### src/rtl/n_bit_cla_adder_pipeline_optimized.sv
// Purpose: pipelined unsigned two-level carry-look-ahead adder, {carry_out,sum} = in1 + in2 + carry_in.
// Latency: 2 cycles (input register, then compute + output register); one operation accepted per clock.
// Backpressure: none; inputs are sampled every cycle and results stream out in order.
module n_bit_cla_adder_pipeline_optimized #(
  parameter int DATA_WID = 32
) (
  input  logic                clock,
  input  logic                reset,
  input  logic [DATA_WID-1:0] in1,
  input  logic [DATA_WID-1:0] in2,
  input  logic                carry_in,
  output logic [DATA_WID-1:0] sum,
  output logic                carry_out
);

  localparam int NB = DATA_WID / 4;

  // Second-level look-ahead: every block carry is a flat sum of products of
  // block generate/propagate terms and the adder carry-in, so no block waits
  // on the carry of its neighbour.
  function automatic logic [NB:0] f_lookahead(input logic [NB-1:0] gg,
                                             input logic [NB-1:0] pp,
                                             input logic          cin);
    logic [NB:0] c;
    logic        prod;
    c    = '0;
    c[0] = cin;
    for (int j = 1; j <= NB; j++) begin
      prod = cin;
      for (int m = 0; m < j; m++) prod = prod & pp[m];
      c[j] = prod;
      for (int k = 0; k < j; k++) begin
        prod = gg[k];
        for (int m = k + 1; m < j; m++) prod = prod & pp[m];
        c[j] = c[j] | prod;
      end
    end
    return c;
  endfunction

  logic [DATA_WID-1:0] r_in1;
  logic [DATA_WID-1:0] r_in2;
  logic                r_cin;
  logic [DATA_WID-1:0] r_sum;
  logic                r_cout;

  logic [DATA_WID-1:0] w_g;
  logic [DATA_WID-1:0] w_p;
  logic [DATA_WID-1:0] w_c;
  logic [NB-1:0]       w_blk_g;
  logic [NB-1:0]       w_blk_p;
  logic [NB:0]         w_blk_c;

  assign w_g = r_in1 & r_in2;
  assign w_p = r_in1 ^ r_in2;

  // Block carries from the flattened look-ahead unit.
  always_comb begin
    w_blk_c = f_lookahead(w_blk_g, w_blk_p, r_cin);
  end

  genvar b;
  generate
    for (b = 0; b < NB; b++) begin : g_blk
      logic [3:0] w_bg;
      logic [3:0] w_bp;
      logic       w_bc;
      assign w_bg = w_g[4*b +: 4];
      assign w_bp = w_p[4*b +: 4];
      assign w_bc = w_blk_c[b];

      // Group generate / propagate of this 4-bit block.
      assign w_blk_g[b] = w_bg[3]
                        | (w_bp[3] & w_bg[2])
                        | (w_bp[3] & w_bp[2] & w_bg[1])
                        | (w_bp[3] & w_bp[2] & w_bp[1] & w_bg[0]);
      assign w_blk_p[b] = &w_bp;

      // In-block look-ahead carries, each directly from the block carry-in.
      assign w_c[4*b]   = w_bc;
      assign w_c[4*b+1] = w_bg[0] | (w_bp[0] & w_bc);
      assign w_c[4*b+2] = w_bg[1] | (w_bp[1] & w_bg[0]) | (w_bp[1] & w_bp[0] & w_bc);
      assign w_c[4*b+3] = w_bg[2] | (w_bp[2] & w_bg[1]) | (w_bp[2] & w_bp[1] & w_bg[0])
                        | (w_bp[2] & w_bp[1] & w_bp[0] & w_bc);
    end
  endgenerate

  // Stage 1: capture operands every cycle; reset drops whatever is presented.
  always_ff @(posedge clock) begin
    if (reset) begin
      r_in1 <= '0;
      r_in2 <= '0;
      r_cin <= 1'b0;
    end else begin
      r_in1 <= in1;
      r_in2 <= in2;
      r_cin <= carry_in;
    end
  end

  // Stage 2: register the look-ahead result; reset discards the in-flight op.
  always_ff @(posedge clock) begin
    if (reset) begin
      r_sum  <= '0;
      r_cout <= 1'b0;
    end else begin
      r_sum  <= w_p ^ w_c;
      r_cout <= w_blk_c[NB];
    end
  end

  assign sum       = r_sum;
  assign carry_out = r_cout;

endmodule

### config.mk
export PLATFORM = sky130hd
export DESIGN_NAME = n_bit_cla_adder_pipeline_optimized
export DESIGN_NICKNAME = d
export VERILOG_FILES = /design/src/rtl/n_bit_cla_adder_pipeline_optimized.sv
export SDC_FILE = /design/constraint.sdc
export NUM_CORES = 1
export LEC_CHECK = 0
export ABC_AREA = 1
export ABC_CLOCK_PERIOD_IN_PS = 2300
export BUFFER_PORTS_ARGS = -buffer_cell sky130_fd_sc_hd__buf_4
export CORE_MARGIN = 2
export CORE_UTILIZATION = 48
export DETAILED_ROUTE_END_ITERATION = 7
export PLACE_DENSITY = 0.74
export SYNTH_ARGS = -nofsm -noshare
export SYNTH_HDL_FRONTEND = slang
export SYNTH_SLANG_ARGS = --single-unit
### constraint.sdc
create_clock -name clock -period 2.3 [get_ports clock]
set_clock_uncertainty 0.15 [all_clocks]
set_input_delay 0.115 -clock clock [delete_from_list [all_inputs] [get_ports clock]]
set_output_delay 0.115 -clock clock [all_outputs]
set_load 0.02 [all_outputs]
==> qor.csv, run 1 <==
stage,metric,value,unit
run_status,status,"finished, violations left",
run_status,violated checks,negative setup slack,
placed_design,PortBufs,99,
placed_design,Inst Count DP,699,
yosys,Syn Area/Cell,8.23,sq um
drt,via/cell ratio,4.54,
drt,DR WL met2,5360,um
timing,unrepaired setup endpoints after global routing,true,
worst_setup_path,Crit path required time,2390,ps
floorplan,DIE HEIGHT,95.5,um
worst_hold_path,Worst Hold Class,input pin to flop,
timing,Slew Limit Fails,0,
yosys,register area share after synthesis,0.489,
floorplan,die area,0.00911,sq mm
power_and_ir_drop,Sw Pwr,1.01,mW
timing,Tmin final,2350,ps
grt,total congestion overflow,0,
placed_design,Final GP Congestion,0.803,
power_and_ir_drop,Design Power,3.81,mW
final_layout,fin cells,804,
yosys,post-synthesis adder-cell area fraction,0.140,
drt,DR iter-0 viols,74,
grt,number of global-route vias before repair,3537,
final_layout,Inserted Diodes,0,
timing,Slew @ Worst Pin,616,ps
drt,post-DR wirelength/cell,12.2,um
power_and_ir_drop,clock share of power,0.303,
grt,initial antenna violation count,0,
worst_setup_path,worst-path fanout max,3,
yosys,Syn Inst Count,488,
clocking,"Reg clk slew, reported paths",100,ps
power_and_ir_drop,PwrDens,600,mW/mm^2
drt,metal3 WL,365,um
timing,Final Hold Viols,0,
power_and_ir_drop,leakage,3.34,nW
clocking,CTS Buf Count,9,
drt,top routing layer used,met4,
drt,First-pass DRT Iterations,4,
yosys,Yosys top cell by area,dfxtp_1,
placed_design,pre-CTS WS,-102,ps
yosys,Yosys top cell area share,0.489,
timing,final hold slack,359,ps
power_and_ir_drop,Seq pwr share,0.491,
drt,DRC viols,0,
clocking,Clock Tree Root,clkbuf_8,
clocking,CTS tree,yes,
timing,Slew headroom,0.589,
yosys,"Top FF cell, synth",dfxtp_1,
timing,final worst slack,-54.3,ps
final_layout,final net count,801,
floorplan,Rows,33,
yosys,simple-gate area share of the yosys netlist,0.189,
yosys,count of different cell masters after synthesis,27,
final_layout,multi-input combinational cell area,0.00190,sq mm
drt,Vias,3651,
yosys,largest family of logic cells by synthesized area,simple AND/OR/NAND/NOR gates,
yosys,Yosys Warn Count,0,
power_and_ir_drop,switching share of power,0.264,
floorplan,Initial Util,0.491,
timing,final cycle utilization of the critical path,1.02,
flow_run,number of max-cap violations,0,
grt,pin count of the biggest net entering global routing,55,
worst_setup_path,CP endpoint kind,flop,
power_and_ir_drop,Worst VDD drop,0.286,mV
grt,first-pass GRT wire length,14800,um
timing,endpoints failing setup,2,
worst_setup_path,kind of critical path,flop to flop,
placed_design,dpl hpwl,5910,um
worst_setup_path,"Arr. time, crit path",2440,ps
final_layout,fill count,541,
clocking,Longest Clk Path Bufs,2,
yosys,Compound-Gate Fraction of Synth Area,0.0589,
floorplan,# IOs,100,
yosys,Post-synth EDFFs,0,
yosys,XOR/XNOR Fraction of Synth Area,0.0175,
final_layout,register area,0.00197,sq mm
power_and_ir_drop,internal power,2.80,mW
yosys,top-count cell post-synth,inv_1,
yosys,top post-synthesis cells by area,"dfxtp_1 49%, ha_1 10%, inv_1 9.6%, nor2_1 8.9%, nand2_1 5.8%",
worst_setup_path,startpoint types,flop,
drt,"antenna viol nets, final",0,
yosys,top post-synthesis cells by count,"103 x inv_1, 98 x dfxtp_1, 95 x nor2_1, 62 x nand2_1, 32 x ha_1",
yosys,post-synthesis cell area,0.00402,sq mm
clocking,Worst-Skew Late Latency,350,ps
clocking,CTS Sinks,98,
yosys,"Async S/R FF share, synth",0,
yosys,post-synthesis register bit count,98,
timing,fmax,425,MHz
floorplan,die width,95.5,um
grt,GRT Overall Usage,0.210,
final_layout,Area growth syn-to-layout,58.3,%
power_and_ir_drop,combinational power share,0.206,
yosys,Post-Syn Nets,595,
floorplan,CORE AREA,0.00818,sq mm
drt,final wirelength,9790,um
drt,M1 WL,3890,um
clocking,H-tree Lvls,3,
yosys,mux share of post-synthesis cell area,0,
final_layout,share of layout cells above drive strength 1,0.293,
==> cells in the final DEF (no fill, tap or decap), types with 12 or more instances in the layout <==
| master | instances |
|---|---|
| ha_1 | 19 |
| dlygate4sd3_1 | 84 |
| nand2_1 | 50 |
| nor2_1 | 92 |
| ha_4 | 12 |
| dfxtp_1 | 91 |
| inv_1 | 100 |
| buf_4 | 120 |
| nand2_2 | 15 |
| a21oi_1 | 16 |
==> timing repair <==
action / CTS / global route
hold buffers: 84 / 0
resized for setup: 4 / 54
setup buffers: 3 / 2
pin swaps: 4 / 24
endpoints found under the hold margin: 71 / 0
setup endpoints to repair: 4 / 17
==> metrics by stage <==
step | utilization | setup TNS (ps) | instance area [sq um]
CTS | 0.744 | -176 | 6080
floorplan | - | 0 | 4020
finish | 0.777 | -93.1 | 6350
global placement | 0.609 | -35.7 | 4980
detailed placement | 0.609 | -185 | 4980
global route | 0.777 | -458 | 6350
==> final cells by class <==
cell class	instances	share of cell area
flip-flops and latches	98	0.310
multi-input cells	276	0.298
repair buffers	205	0.276
inverters	104	0.0614
clock buffers	11	0.0238
well taps	105	0.0207
clock inverters	5	0.00965
==> logic make-up (layout without fill, tap and decap cells) <==
| group | Yosys count | in the layout |
|---|---|---|
| buffers and inverters | 114 | 325 |
| AOI/OAI and AO/OA | 43 | 43 |
| and+or+nand+nor | 185 | 185 |
| adders and majority gates | 40 | 40 |
| xor gates and xnor gates | 8 | 8 |
| DFF | 98 | 98 |
==> worst paths after layout <==
path | depth (start not counted) | end | slack, ps | from
max | 16 | sum[29] | -50 | r_in1[13]
min | 4 | r_in1[16] | 360 | in1[16]
max reg2reg | 16 | sum[29] | -50 | r_in1[13]
min reg2reg | 2 | sum[7] | 460 | r_in2[7]
==> worst max-delay path, cell delays in order (launching register included) <==
cell     delay (ps)
dfxtp_2         340
ha_4            250
nand2_4          60
nand2_2          50
nand2_2          90
nand2_2          60
nand2_1          60
nand2_1          70
nor2_2          100
nand3_2         100
nand2_2          80
nand2_4          70
nand2_4          80
nand2_4          50
fa_2            400
xnor2_2         190
nor2_1           60
==> registers in the layout, indices dropped and copies added (netlist names) <==
signal / count
r_in1: 32
r_in2: 32
sum: 32
carry_out: 1
g_blk.w_bc: 1
==> power groups by stage <==
stage               clock (mW)  combinational [mW]  sequential, mW
global route              1.25               0.863            1.88
floorplan                    0               0.265            1.96
CTS                       1.17               0.720            1.86
global placement             0               0.578            1.89
detailed placement           0               0.596            1.90
finish                    1.15               0.786            1.87
==> layer usage <==
metal	track usage	vias to the layer above
li1	-	1871
met3	0.0324	20
met2	0.395	93
met5	0	-
met4	0.0774	0
met1	0.237	1667
Power figures use the tool's default switching activity.
==> inputs of run 2 (changes only) <==
CORE_ASPECT_RATIO = 0.75   (was default)
==> qor.csv, run 2 (synthesis results as in run 1) <==
stage,metric,value,unit,change
drt,First-pass DRT Iterations,5,,+1
drt,"antenna viol nets, final",0,,unchanged
floorplan,DIE HEIGHT,83.2,um,-13%
worst_hold_path,Worst Hold Class,input pin to flop,,
power_and_ir_drop,Worst VDD drop,0.333,mV,+16%
floorplan,die area,0.00912,sq mm,about the same
grt,layer carrying the most global-route usage,met2,,
worst_setup_path,worst-path fanout max,3,,unchanged
drt,DR iter-0 viols,146,,+97%
clocking,Longest Clk Path Bufs,2,,unchanged
timing,Tmin final,2400,ps,+49.3 ps
final_layout,fin cells,815,,+1.4%
clocking,"Reg clk slew, reported paths",90,ps,about the same
floorplan,CORE AREA,0.00799,sq mm,-2.3%
worst_setup_path,depth of the most critical reg-to-reg path,13,,-3
timing,Slew Limit Fails,0,,unchanged
worst_setup_path,"Arr. time, crit path",2500,ps,+60 ps
grt,initial antenna violation count,0,,unchanged
final_layout,final net count,812,,+1.4%
worst_hold_path,WHS Endpoint,r_in1[18],,
worst_setup_path,flop-to-flop setup slack,-100,ps,-50 ps
worst_setup_path,reg2reg end,sum[15],,
clocking,Clock Tree Root,clkbuf_8,,
worst_setup_path,Crit path required time,2390,ps,about the same
run_status,status,"finished, violations left",,
clocking,Worst-Skew Late Latency,370,ps,+20 ps
placed_design,PortBufs,99,,unchanged
grt,first-pass GRT wire length,16600,um,+12%
placed_design,placed instance area,0.00502,sq mm,+0.75%
worst_setup_path,worst r2r src,r_in1[1],,
grt,met2 global-route usage,0.437,,+0.0422
worst_hold_path,hold path start,in1[18],,
timing,final cycle utilization of the critical path,1.05,,+0.0214
drt,post-DR wirelength/cell,14.1,um,+16%
placed_design,Final GP Congestion,0.821,,+2.2%
floorplan,die width,110,um,+15%
worst_setup_path,startpoint types,flop,,
final_layout,fill count,481,,-11%
final_layout,Finished Cell Area,0.00643,sq mm,+1.2%
run_status,violated checks,negative setup slack,,
floorplan,# IOs,100,,unchanged
clocking,CTS Sinks,98,,unchanged
timing,Slew headroom,0.611,,+0.0220
clocking,H-tree Lvls,3,,unchanged
timing,Slew @ Worst Pin,583,ps,-33.0 ps
grt,GRT met1 Usage,0.251,,+0.0141
final_layout,Inserted Diodes,0,,unchanged
grt,total congestion overflow,0,,unchanged
power_and_ir_drop,Design Power,3.78,mW,-0.91%
grt,M3 GR Usage,0.0526,,+0.0202
grt,GRT Overall Usage,0.234,,+0.0248
final_layout,"commonest cells after routing, fill and taps aside","131 x buf_4, 101 x inv_1, 92 x nor2_1",,
placed_design,dpl hpwl,6290,um,+6.4%
worst_setup_path,CP endpoint kind,flop,,
clocking,CTS tree,yes,,
drt,via/cell ratio,4.68,,+3.2%
power_and_ir_drop,leakage,3.38,nW,+1.3%
placed_design,Inst Count DP,704,,+0.72%
timing,unrepaired setup endpoints after global routing,true,,
timing,Final Hold Viols,0,,unchanged
floorplan,Initial Util,0.503,,+0.0115
drt,DRC viols,0,,unchanged
worst_setup_path,kind of critical path,flop to flop,,
drt,Vias,3818,,+4.6%
grt,number of global-route vias before repair,3849,,+8.8%
final_layout,"most common cell after layout, fill and taps aside",buf_4,,
timing,final worst slack,-104,ps,-49.3 ps
clocking,CTS Buf Count,9,,unchanged
floorplan,Rows,28,,-15%
final_layout,share of layout cells above drive strength 1,0.306,,+0.0124
timing,endpoints failing setup,4,,+2
worst_hold_path,Hold Path Depth,4,,unchanged
power_and_ir_drop,PwrDens,587,mW/mm^2,-2.1%
flow_run,number of max-cap violations,0,,unchanged
final_layout,Area growth syn-to-layout,60.2,%,
grt,pin count of the biggest net entering global routing,58,,+5.5%
drt,final wirelength,11500,um,+17%
timing,fmax,416,MHz,-2.1%
## run 2: changes by cell type in the layout (fill, tap and decap cells not counted), sizes merged
cell,previous run,this run
buf,121,131
clkbuf,11,12
dlygate4sd3,84,85
inv,105,104
## run 2: worst max path at each step
stage | start | to | slack, ps
detailed placement | r_in1[17] | sum[29] | -140
CTS | r_in2[19] | sum[28] | -60
floorplan | r_in1[13] | sum[29] | 50
finish | r_in1[1] | sum[15] | -100
global route | r_in2[17] | sum[28] | -190
global placement | r_in1[19] | sum[29] | -40
## run 2: power breakdown
part           internal (mW)  switching (mW)  leakage [nW]
combinational          0.437           0.387          2.47
sequential              1.81          0.0584         0.818
clock                  0.507           0.574        0.0945
## run 2: stage by stage
stage	setup slack [ps]	hold slack (ps)	TNS, ps	utilization
after floorplan	54.3	72.0	0	-
after global placement	-35.1	169	-35.1	0.628
after detailed placement	-138	172	-209	0.628
after CTS	-58.8	324	-92.1	0.774
after global routing	-186	344	-1390	0.805
final	-104	330	-297	0.805
## run 2: cell type report
cell class	count	area, sq um	share of cell area
flip-flops and latches	98	1970	0.306
multi-input cells	276	1920	0.298
repair buffers	216	1830	0.285
inverters	104	390	0.0607
clock buffers	12	135	0.0210
well taps	105	131	0.0204
clock inverters	4	52.6	0.00817
## run 2: timing repair
| action | 4_1_cts | 5_1_grt |
|---|---|---|
| setup endpoints to repair | 4 | 19 |
| buffers inserted | 7 | 3 |
| hold buffers | 85 | 0 |
| endpoints found under the hold margin | 71 | 0 |
| gates resized for setup | 12 | 50 |
| pin swaps | 13 | 20 |
## run 2: worst max-delay path, cell delays in order, from the launching register on
cell      delay, ps
dfxtp_1         340
ha_4            270
nand3_1         120
nor2_2          190
a21oi_2          80
nand2_1          80
nand2_1          70
nand2_2          90
buf_4           120
nand3_1          60
nand3_1         140
nand2_1         130
a21boi_0        320
nor2_1          140
## run 2: per-layer routing
| layer | vias up | routed length, um |
|---|---|---|
| met4 | 0 | 293 |
| met1 | 1772 | 4390 |
| li1 | 1891 | - |
| met5 | - | 0 |
| met3 | 27 | 469 |
| met2 | 128 | 6320 |
